### src/rtl/pc_fetch_unit.sv
// pc_fetch_unit: instruction-fetch front end.
// Holds the architectural PC, issues one instruction-memory request at a
// time, and buffers returned instructions toward decode over valid/ready.
// Branch/jump redirects retarget the PC and squash any in-flight fetch.
module pc_fetch_unit #(
   parameter logic [31:0] RESET_PC  = 32'h0000_0000,
   parameter logic [31:0] NOP_INSTR = 32'h0000_0013
) (
   input  logic        clk,
   input  logic        rst,
   input  logic [31:0] seq_pc_in,
   output logic [31:0] pc_out,
   output logic        imem_req_valid,
   input  logic        imem_req_ready,
   input  logic        imem_rsp_valid,
   input  logic [31:0] imem_rsp_data,
   input  logic        redirect_valid,
   input  logic [31:0] redirect_pc,
   output logic        out_valid,
   input  logic        out_ready,
   output logic [31:0] out_pc,
   output logic [31:0] out_instr
);

   typedef enum logic [1:0] {
      S_REQ  = 2'd0,
      S_WAIT = 2'd1,
      S_HOLD = 2'd2
   } state_t;

   state_t      state_reg;
   logic [31:0] pc_reg;
   logic [31:0] req_pc_reg;
   logic        kill_reg;
   logic        hold_valid_reg;
   logic [31:0] hold_pc_reg;
   logic [31:0] hold_instr_reg;
   logic        out_valid_reg;
   logic [31:0] out_pc_reg;
   logic [31:0] out_instr_reg;

   logic        buf_free;
   logic [31:0] redirect_aligned;
   logic        unused_redirect_lsbs;

   // Output buffer can take a new instruction when empty or draining this cycle.
   assign buf_free         = ~out_valid_reg | out_ready;
   // Targets are forced to word alignment; the low bits are discarded.
   assign redirect_aligned = {redirect_pc[31:2], 2'b00};
   assign unused_redirect_lsbs = ^redirect_pc[1:0];

   // PC drives the adder directly so seq_pc_in is valid in the same cycle.
   assign pc_out         = pc_reg;
   // Requests only in S_REQ; masked during reset so the bus is quiet at once.
   assign imem_req_valid = (state_reg == S_REQ) & ~rst;
   assign out_valid      = out_valid_reg;
   assign out_pc         = out_pc_reg;
   assign out_instr      = out_instr_reg;

   // Fetch FSM, PC, squash flag, hold register and decode output buffer.
   always_ff @(posedge clk or posedge rst) begin
      if (rst) begin
         state_reg      <= S_REQ;
         pc_reg         <= RESET_PC;
         req_pc_reg     <= 32'd0;
         kill_reg       <= 1'b0;
         hold_valid_reg <= 1'b0;
         hold_pc_reg    <= 32'd0;
         hold_instr_reg <= 32'd0;
         out_valid_reg  <= 1'b0;
         out_pc_reg     <= 32'd0;
         out_instr_reg  <= NOP_INSTR;
      end else begin
         // A completed transfer empties the buffer unless reloaded below.
         if (out_valid_reg && out_ready) begin
            out_valid_reg <= 1'b0;
         end

         if (redirect_valid) begin
            // Redirect wins over everything: retarget and flush buffered work.
            pc_reg         <= redirect_aligned;
            out_valid_reg  <= 1'b0;
            hold_valid_reg <= 1'b0;
            case (state_reg)
               S_REQ: begin
                  // Request accepted this cycle is already stale.
                  if (imem_req_ready) begin
                     kill_reg  <= 1'b1;
                     state_reg <= S_WAIT;
                  end
               end
               S_WAIT: begin
                  // A response landing now is the stale one; nothing left to kill.
                  if (imem_rsp_valid) begin
                     kill_reg  <= 1'b0;
                     state_reg <= S_REQ;
                  end else begin
                     kill_reg <= 1'b1;
                  end
               end
               default: begin
                  state_reg <= S_REQ;
               end
            endcase
         end else begin
            case (state_reg)
               S_REQ: begin
                  if (imem_req_ready) begin
                     req_pc_reg <= pc_reg;
                     pc_reg     <= seq_pc_in;
                     state_reg  <= S_WAIT;
                  end
               end
               S_WAIT: begin
                  if (imem_rsp_valid) begin
                     if (kill_reg) begin
                        kill_reg  <= 1'b0;
                        state_reg <= S_REQ;
                     end else if (buf_free) begin
                        out_pc_reg    <= req_pc_reg;
                        out_instr_reg <= imem_rsp_data;
                        out_valid_reg <= 1'b1;
                        state_reg     <= S_REQ;
                     end else begin
                        hold_pc_reg    <= req_pc_reg;
                        hold_instr_reg <= imem_rsp_data;
                        hold_valid_reg <= 1'b1;
                        state_reg      <= S_HOLD;
                     end
                  end
               end
               default: begin
                  // S_HOLD: drain into the output buffer once decode makes room.
                  if (buf_free) begin
                     out_pc_reg     <= hold_pc_reg;
                     out_instr_reg  <= hold_instr_reg;
                     out_valid_reg  <= 1'b1;
                     hold_valid_reg <= 1'b0;
                     state_reg      <= S_REQ;
                  end
               end
            endcase
         end
      end
   end

endmodule

### config.mk
export PLATFORM = sky130hd
export DESIGN_NAME = pc_fetch_unit
export DESIGN_NICKNAME = d
export VERILOG_FILES = /design/src/rtl/pc_fetch_unit.sv
export SDC_FILE = /design/constraint.sdc
export NUM_CORES = 1
export LEC_CHECK = 0
export ABC_AREA = 1
export CORE_ASPECT_RATIO = 0.9
export CORE_MARGIN = 2
export CORE_UTILIZATION = 56
export CTS_BUF_LIST = sky130_fd_sc_hd__clkbuf_4 sky130_fd_sc_hd__clkbuf_8
export DETAILED_ROUTE_END_ITERATION = 7
export PLACE_DENSITY = 0.92
export SETUP_SLACK_MARGIN = 0.05
export SKIP_LAST_GASP = 1
export SYNTH_ARGS = -nofsm -noshare
export SYNTH_HDL_FRONTEND = slang
export SYNTH_SLANG_ARGS = --single-unit
### constraint.sdc
create_clock -name clk -period 21.6 [get_ports clk]
set_clock_uncertainty 0.1 [all_clocks]
set_input_delay 4.32 -clock clk [delete_from_list [all_inputs] [get_ports clk]]
set_output_delay 4.32 -clock clk [all_outputs]
set_load 0.02 [all_outputs]
==> summary.txt, run 1 <==
Outcome
  • Status: complete, no violations

Drt
  • # DRC: 0
  • Detailed Route WL: around 23000 um
  • DR iter-0 viols: around 750
  • Number of antenna-violating nets in the routed design: 0
  • TritonRoute pass-1 iters: 5
  • Routed vias/inst: approximately 5.4
  • Drt wl/cell: around 15 um
  • Total number of vias: 8236

Critical path
  • Critical-path cell list: clkdlybuf4s50_1, nor2_1, clkdlybuf4s50_1
  • Crit path depth: 3
  • Critical path's slowest cell: clkdlybuf4s50_1
  • Critical path fanouts, max: 2
  • CP max stage delay: 0.64 ns
  • Crit Path Category: in -> out
  • Crit path launch type: input pin
  • Family with the most delay on the worst path: buffers and inverters
  • Crit path required time: 17.18 ns
  • Reg2Reg Depth: 8
  • CP endpoint: imem_req_valid
  • Reg2reg setup slack: 18.35 ns
  • R2r startpoint: state_reg[1]
  • Crit path buf inv count: 2
  • R2r endpoint: hold_pc_reg[19]
  • WP data arrival: between 5 and 6 ns
  • Cell mode on critical path: clkdlybuf4s50_1
  • Crit path from: rst
  • Worst setup EP type: primary output

STA
  • Tcrit/Tclk final: 46.5%
  • Final slew viol count: 0
  • RSZ-0062 raised after global routing: no
  • Worst setup margin: between 10 and 15 ns
  • Rel. slew slack: between 10% and 20%
  • Fmax: 99.5 MHz
  • Min Tclk post-route: between 10 and 15 ns
  • Setup TNS: 0 ns
  • Final count of hold timing violations: 0
  • Worst-margin pin slew: ~1.3 ns
  • Hold slack: between 0.3 and 0.4 ns
  • Final setup vio count: 0

Place
  • I/O Buffers: slightly below 200
  • Final GP Congestion: 0.782
  • Post-DP HPWL: around 14000 um
  • Pre-CTS setup slack: ~12 ns

Logic synthesis
  • Proportion of netlist area held by the largest area contributor: between 50 and 60%
  • Mapped cell area: roughly 9000 sq um
  • Distinct cells, synth: 17
  • Synth Instances: around 1200
  • Synth area leaders: dfrtp_1 54%, nand2_1 23%, nand3_1 11%
  • Post-synthesis average cell area: around 7.7 sq um
  • Sequential fraction of the synthesis area: 55.0%
  • Synth area leader: dfrtp_1
  • Syn Nets: around 1300
  • Synth Register Bits: 196
  • Syn. warnings: 0

Floorplan
  • Num rows: 43
  • Core ar.: approximately 15000 sq um
  • Initial Utilization: a little under 60%
  • Width of the die: between 100 and 150 um
  • DIE HEIGHT: between 100 and 150 um
  • Die area: between 15000 and 20000 sq um
  • I/O pin total: 200

Worst hold path
  • Min-Delay Path Class: reg -> reg

Clock tree
  • Post CTS Setup Buffer Count: 0
  • Root Buffer: clkbuf_8
  • CTS tree: yes
  • Worst skew pair latency: 0.46 ns
  • Sinks on Clock Net: a little under 200
  • Cts bufs inserted: 17
  • H-tree depth: 4
  • Clock-pin transition on the worst setup and hold timing paths: about 0.090 ns
  • CTS max path bufs: 2
  • Hold_buf cts: 0
  • Post-cts resize count: 0

Power and ir drop
  • Leak: a little under 6 nW
  • P per Cell Area: ~94 nW/um^2
  • Max IR drop VDD: 61.4 uV
  • Clock Power Share: approximately a quarter
  • Psw: between 300 and 400 uW
  • Logic pwr share: approximately 30%
  • Tot Pwr: about 1.1 mW
  • Pint: about 700 uW
  • Switch share: 34.4%
  • Seq pwr share: 46.2%

Global route
  • Grt ovf: 0
  • Initial antenna violation count: 0
  • Pin count of the biggest net entering global routing: around 110
  • Global-route wire length before repair: about 38000 um
  • Vias in the first global route: 7930
  • Gr usage total: about 29%

Final layout
  • Layout cells sized above 1: around 4.6%
  • Nets: 1401
  • Antenna diodes: 0
  • Layout area overhead: 26.7%

Flow run
  • Max Cap Viol: 0
[stage by stage]
| stage | cell area (sq um) | instances | util (%) |
|---|---|---|---|
| 2_1_floorplan | 8930 | 1154 | - |
| 3_3_place_gp | 10900 | 1482 | 70.3 |
| 3_5_place_dp | 10900 | 1482 | 70.3 |
| 4_1_cts | 11300 | 1514 | 73.0 |
| 5_1_grt | 11300 | 1514 | 73.0 |
| 6_report | 11300 | 1514 | 73.0 |
[layout by cell type, fill, tap and decap left out]
cell               n
buf_4             10
bufinv_16          3
clkbuf_4           1
clkbuf_8          18
clkdlybuf4s50_1  197
clkinv_2           1
clkinv_4           2
clkinvlp_4         3
dfrtp_1          192
dfrtp_2            1
dfstp_2            3
inv_1             37
inv_2              3
inv_6              3
inv_8              2
nand2_1          553
nand2_2            4
nand3_1          197
nand3_2            2
nor2_1            10
nor2_2             1
nor2_4             3
nor3_1             2
o21ai_0           64
[worst register-to-register path: stages (launching register included)]
cell and delay, ns:
dfrtp_1 0.45, inv_2 0.95, nand2_2 0.18, nor2_4 0.15, buf_4 0.61, nand2_2 0.07, buf_4 0.38, nand2_1 0.20
nand2_1 0.07
[synthesized netlist by cell type (all sizes together)]
master / count
nand3: 199
dfstp: 3
inv: 41
clkbuf: 22
buf: 59
nor3: 2
nor2: 14
o21ai: 64
nand2: 557
dfrtp: 193
[area by class of cell]
class	instances	area (sq um)
Multi-Input combinational cell	836	3510
Timing Repair Buffer	207	2050
Clock buffer	19	255
Clock inverter	13	173
Tap cell	202	253
Fill cell	1177	4180
Inverter	41	161
Sequential cell	196	4910
[how the worst min path moves through the flow]
stage | start | to | depth (start not counted)
after floorplan | hold_instr_reg[0] | hold_instr_reg[0] | 2
after global placement | out_instr[13] | out_instr[13] | 2
after detailed placement | out_instr[1] | out_instr[1] | 2
after CTS | out_instr[1] | out_instr[1] | 2
after global routing | hold_instr_reg[1] | hold_instr_reg[1] | 2
final | out_instr[1] | out_instr[1] | 2
[logic make-up (layout without fill, tap and decap cells)]
logic type | Yosys count | count (layout) | share of synthesized area, %
DFF | 196 | 196 | 55.0
buffers and inverters | 122 | 280 | 5.95
AOI/OAI and AO/OA | 64 | 64 | 3.59
and+or+nand+nor | 772 | 772 | 35.5
[power groups by stage]
stage          sequential (mW)  clock [mW]  combinational, mW
2_1_floorplan            0.539           0              0.126
3_3_place_gp             0.492           0              0.311
3_5_place_dp             0.496           0              0.319
4_1_cts                  0.490       0.255              0.321
5_1_grt                  0.499       0.270              0.354
6_report                 0.491       0.252              0.320
[layer usage]
metal / part of all wire [%] / global-route usage, % / routed length, um / up-vias
met1: 41 / 38.2 / 9410 / 3851
met3: 10 / 8.06 / 2380 / 29
met5: 0 / 0 / 0 / -
met4: 1.4 / 7.99 / 318 / 0
li1: - / - / - / 3940
met2: 47 / 45.9 / 10900 / 416
Power figures use the tool's default switching activity.
==> run 2: changes to the inputs <==
--- a/config.mk
+++ b/config.mk
@@ -8,10 +8,10 @@
 export ABC_AREA = 1
 export CORE_ASPECT_RATIO = 0.9
 export CORE_MARGIN = 2
-export CORE_UTILIZATION = 56
+export CORE_UTILIZATION = 47
 export CTS_BUF_LIST = sky130_fd_sc_hd__clkbuf_4 sky130_fd_sc_hd__clkbuf_8
 export DETAILED_ROUTE_END_ITERATION = 7
-export PLACE_DENSITY = 0.92
+export PLACE_DENSITY = 0.82
 export SETUP_SLACK_MARGIN = 0.05
 export SKIP_LAST_GASP = 1
 export SYNTH_ARGS = -nofsm -noshare
==> constraint.sdc (replaced) <==
create_clock -name clk -period 8.65 [get_ports clk]
set_clock_uncertainty 0.1 [all_clocks]
set_input_delay 1.73 -clock clk [delete_from_list [all_inputs] [get_ports clk]]
set_output_delay 1.73 -clock clk [all_outputs]
set_load 0.02 [all_outputs]
==> summary.txt, run 2 (same netlist as run 1, synthesis figures left out) <==
Final layout
  • Fillers: 1629 (+38%)
  • Nets: 1403 (+0.14%)
  • Layout area overhead: 26.9%
  • Antenna diodes: 0 (unchanged)
  • Most frequent cells in the layout: 553 x nand2_1, 197 x nand3_1, 197 x clkdlybuf4s50_1
  • Layout cells sized above 1: 4.65% (+0.073 points)
  • Post-route cell area: 11300 sq um (+0.22%)
  • Leading cell type in the layout, fill and taps excluded: nand2_1

Clock tree
  • Post CTS Setup Buffer Count: 0 (unchanged)
  • CTS tree: yes
  • CTS max path bufs: 2 (unchanged)
  • Root Buffer: clkbuf_8
  • Sinks on Clock Net: 196 (unchanged)
  • Clock-pin transition on the worst setup and hold timing paths: 0.09 ns (about the same)
  • Worst skew pair latency: 0.46 ns (about the same)
  • Cts bufs inserted: 17 (unchanged)
  • Hold_buf cts: 0 (unchanged)
  • Post-cts resize count: 0 (unchanged)
  • H-tree depth: 4 (unchanged)

Global route
  • Pin count of the biggest net entering global routing: 112 (unchanged)
  • Gr usage total: 23.5% (-5.0 points)
  • Global-route wire length before repair: 37900 um (-1.2%)
  • Grt ovf: 0 (unchanged)
  • Vias in the first global route: 7440 (-6.2%)
  • Initial antenna violation count: 0 (unchanged)

Power and ir drop
  • P per Cell Area: 230 nW/um^2 (+140%)
  • Max IR drop VDD: 91.9 uV (+50%)
  • Leak: 5.94 nW (about the same)

STA
  • Setup TNS: 0 ns (unchanged)
  • Fmax: approximately 210 MHz
  • Hold slack: 0.368 ns (+0.00118 ns)
  • Min Tclk post-route: between 4 and 5 ns
  • Tcrit/Tclk final: a little under three fifths
  • Final slew viol count: 0 (unchanged)
  • Rel. slew slack: 27.1% (+13 points)
  • Final count of hold timing violations: 0 (unchanged)
  • Final setup vio count: 0 (unchanged)
  • RSZ-0062 raised after global routing: no
  • Worst-margin pin slew: 1.09 ns (-0.197 ns)

Critical path
  • Critical path fanouts, max: 2 (unchanged)
  • Family with the most delay on the worst path: buffers and inverters
  • Critical path's slowest cell: clkdlybuf4s50_1
  • Crit path buf inv count: 2 (unchanged)
  • CP max stage delay: 0.61 ns (-0.03 ns)
  • Cell mode on critical path: clkdlybuf4s50_1
  • WP data arrival: 3.00 ns (-2.63 ns)
  • Crit path required time: 6.82 ns (-10.36 ns)
  • Worst setup EP type: primary output
  • Crit path launch type: input pin
  • Critical-path cell list: clkdlybuf4s50_1, nor2_1, clkdlybuf4s50_1
  • Crit Path Category: in -> out

Worst hold path
  • Min-Delay Path Class: reg -> reg

Floorplan
  • Core ar.: 18500 sq um (+20%)
  • Width of the die: 149 um (+8.9%)
  • I/O pin total: 200 (unchanged)
  • Initial Utilization: 48.2% (-9.4 points)
  • Die area: 20100 sq um (+19%)
  • DIE HEIGHT: 135 um (+8.9%)
  • Num rows: 47 (+9.3%)

Drt
  • WL met2: 10400 um (-4.5%)
  • Number of antenna-violating nets in the routed design: 0 (unchanged)
  • Met3 WL post-DR: 1920 um (-19%)
  • TritonRoute pass-1 iters: 5 (unchanged)
  • Routed vias/inst: 5.15 (-5.2%)
  • DR iter-0 viols: 647 (-13%)
  • Top sig layer: met4
  • Drt wl/cell: 14.7 um (-3.3%)
  • WL met1: 10200 um (+8.6%)
  • Total number of vias: 8031 (-2.5%)
  • Detailed Route WL: 22800 um (-0.52%)
  • # DRC: 0 (unchanged)

Place
  • Post-DP HPWL: 14400 um (+1.6%)
  • I/O Buffers: 197 (unchanged)
  • Final GP Congestion: 0.791 (+1.1%)
  • Post-DP Area: 11000 sq um (+0.63%)

Flow run
  • Max Cap Viol: 0 (unchanged)

Outcome
  • Status: complete, no violations
-- run 2: cell count changes in the layout (fill, tap and decap cells not counted) --
cell,before,now
clkinvlp_4,3,1
clkinv_2,1,5
bufinv_16,3,2
clkinv_4,2,0
clkbuf_4,1,0
clkbuf_8,18,17
inv_8,2,3
inv_6,3,4
buf_4,10,12
-- run 2: cell type report --
cell class | instances | area, sq um | share of cell area (%)
clock inverter | 14 | 150 | 1.32
clock buffer | 17 | 234 | 2.06
timing repair buffer | 209 | 2060 | 18.2
multi-input combinational | 836 | 3510 | 31.0
sequential | 196 | 4910 | 43.3
inverter | 41 | 161 | 1.42
tap | 245 | 307 | 2.70
-- run 2: report_power, final --
| part | switching, mW | total (mW) | leakage, nW | internal, mW |
|---|---|---|---|---|
| Sequential | 0.119 | 1.22 | 2.58 | 1.10 |
| Combinational | 0.461 | 0.796 | 3.16 | 0.336 |
| Clock | 0.328 | 0.588 | 0.200 | 0.260 |
| Total | 0.907 | 2.61 | 5.93 | 1.70 |
-- run 2: final timing paths --
kind / from / end / slack [ns] / depth (start not counted)
worst max-delay path: rst / imem_req_valid / 3.82 / 3
worst min-delay path: out_instr[4] / out_instr[4] / 0.37 / 2
worst max register to register: state_reg[1] / hold_pc_reg[17] / 5.49 / 9
worst min register to register: out_instr[4] / out_instr[4] / 0.37 / 2
max in group asynchronous: rst / state_reg[0] / 4.99 / 3
min in group asynchronous: rst / req_pc_reg[0] / 1.75 / 2
-- run 2: tightest hold or removal path: stages, from the launching register on --
cell and delay, ns:
dfstp_2 0.38, nand2_1 0.05, nand2_1 0.04
-- run 2: stage by stage --
step | worst slack (ns) | cells | util [%] | total power [mW]
final | 3.82 | 1558 | 61.2 | 2.61
after global routing | 3.78 | 1558 | 61.2 | 2.76
after CTS | 3.82 | 1558 | 61.2 | 2.62
after detailed placement | 3.82 | 1527 | 59.1 | 2.04
after global placement | 3.84 | 1527 | 59.1 | 2.01
after floorplan | 1.48 | 1154 | - | 1.66
-- run 2: routing by layer --
layer,GRT usage [%],up-vias
li1,-,3930
met1,33.5,3753
met2,36.0,323
met3,6.35,25
met4,6.08,0
met5,0,-
==> patch (settings of run 2) <==
Encoding of `state_t`: now one-hot (3 bits for 3 states).
--- a/src/rtl/pc_fetch_unit.sv
+++ b/src/rtl/pc_fetch_unit.sv
@@ -22,10 +22,10 @@
    output logic [31:0] out_instr
 );
 
-   typedef enum logic [1:0] {
-      S_REQ  = 2'd0,
-      S_WAIT = 2'd1,
-      S_HOLD = 2'd2
+   typedef enum logic [2:0] {
+      S_REQ  = 3'b001,
+      S_WAIT = 3'b010,
+      S_HOLD = 3'b100
    } state_t;
 
    state_t      state_reg;
Formal check against the unedited RTL: no difference found for any inputs over 4 cycles, from zero or initial values and one cycle with rst high; so few cycles prove little.
==> patch against run 2 <==
- sequential power grew 7%
- power grew 13%
- cell area shrank 0.86%
- register-to-register slack gained 0.28 ns
- synthesized area shrank 0.70%
- routed wire length is essentially flat
- worst setup slack gained 0.0098 ns
- global-route usage grew 0.43 points
- clock power shrank 6.1%
- hold slack gained 0.0067 ns
- sequential share of layout area grew 0.60 points
- largest cell class unchanged
- sequential cell count grew 1
==> patch: results (changes against run 2) <==
place:
  hpwl_um: 13900  # -3.1%
  gp_congestion: 0.777  # -1.7%
setup_path:
  slowest_stage: "clkdlybuf4s50_1"
  worstPathArrival_ns: 2.99  # about the same
timing:
  tightest_slew_ns: 0.994  # -0.0985 ns
power_and_ir_drop:
  p_seq_share_pct: 44.0  # -2.9 points
  clk-power_uw: 552  # -6.1%
  swShare_pct: 38.7  # +3.9 points
  leakagePower_nw: 5.95  # +0.21%
  cellPowerDensity_nw_per_um2: 263  # +14%
  ir_worst_vdd_mv: 0.141  # +54%
route:
  maxUsedRoutingLayer: "met5"
  met2WireLength_um: 10800  # +3.6%
  drt_first_iter_violations: 529  # -18%
  vias_per_cell: 5.07  # -1.6%
  met1_length_um: 9640  # -5.6%
logic_synthesis:
  synth_area_leaders: "dfrtp_1 54%, nand2_1 26%, nand3_1 7.6%"
  ys_seq_area_share_pct: 55.6  # +0.68 points
  synth_cell_types: 18  # +1
  mappedNetlistNets: 1245  # -0.88%
  ys_top_cells_by_count: "615 x nand2_1, 193 x dfrtp_1, 134 x nand3_1"
grt:
  grt_util_all_layers_pct: 24.0  # +0.43 points
  first_global_vias: 7504  # +0.86%
  gr-usage-met1_pct: 32.5  # -0.98 points
  use_met2_pct: 38.6  # +2.5 points
  grt_pass1_wl_um: 38200  # +0.78%
  grt_most_used_layer: "met2"
  grt_max_degree: 126  # +13%
  use_met3_pct: 6.26  # -0.093 points
clock_tree:
  htreeDepth: 4  # unchanged
outcome:
  outcome: "complete, no violations"
layout:
  drive_gt1_share_pct: 4.66  # +0.018 points
## patch: changes by cell type in the layout (fill, tap and decap cells not counted), sizes merged, moves of 2 or more
cell / delta
buf: -2
inv: -3
nor2: -9
nand4: +2
o21ai: +2
clkbuf: +7
nand3: -62
nand2: +60
bufinv: -2
## patch: through the flow
stage / hold slack, ns / cells / area [sq um] / util (%)
after floorplan: 0.342 / 1143 / 8870 / -
after global placement: 0.353 / 1522 / 10900 / 59.0
after detailed placement: 0.358 / 1522 / 10900 / 59.0
after CTS: 0.381 / 1553 / 11200 / 60.9
after global routing: 0.391 / 1553 / 11200 / 60.9
final: 0.375 / 1553 / 11200 / 60.9
## patch: final cells by class
class / instances / area, sq um
clock inverter: 7 / 48.8
multi-input combinational: 829 / 3420
fill: 1660 / 7220
clock buffer: 24 / 305
tap: 245 / 307
sequential: 197 / 4930
timing repair buffer: 207 / 2050
inverter: 44 / 174
## patch: path summary, 6_finish.rpt
check | from | end | slack [ns] | cells after the start
min in group asynchronous | rst | out_instr[10] | 1.74 | 2
worst min register to register | hold_instr_reg[31] | hold_instr_reg[31] | 0.37 | 2
worst max-delay path | rst | imem_req_valid | 3.83 | 3
worst max register to register | state_reg[2] | out_pc[6] | 5.77 | 8
max in group asynchronous | rst | hold_pc_reg[6] | 5.17 | 3
worst min-delay path | hold_instr_reg[31] | hold_instr_reg[31] | 0.37 | 2
## patch: kinds of logic (layout without fill, tap and decap cells)
kind of cell    Yosys count  in the layout  synth area share (%)
compound gates           67             67                  3.78
buf+inv                 117            282                  6.05
flops                   197            197                  55.6
simple gates            762            762                  34.5
## patch: worst min-delay path, delay by kind of cell, from the launching register on
family	cells	cell delay, ns
DFF	1	0.35
and+or+nand+nor	2	0.10
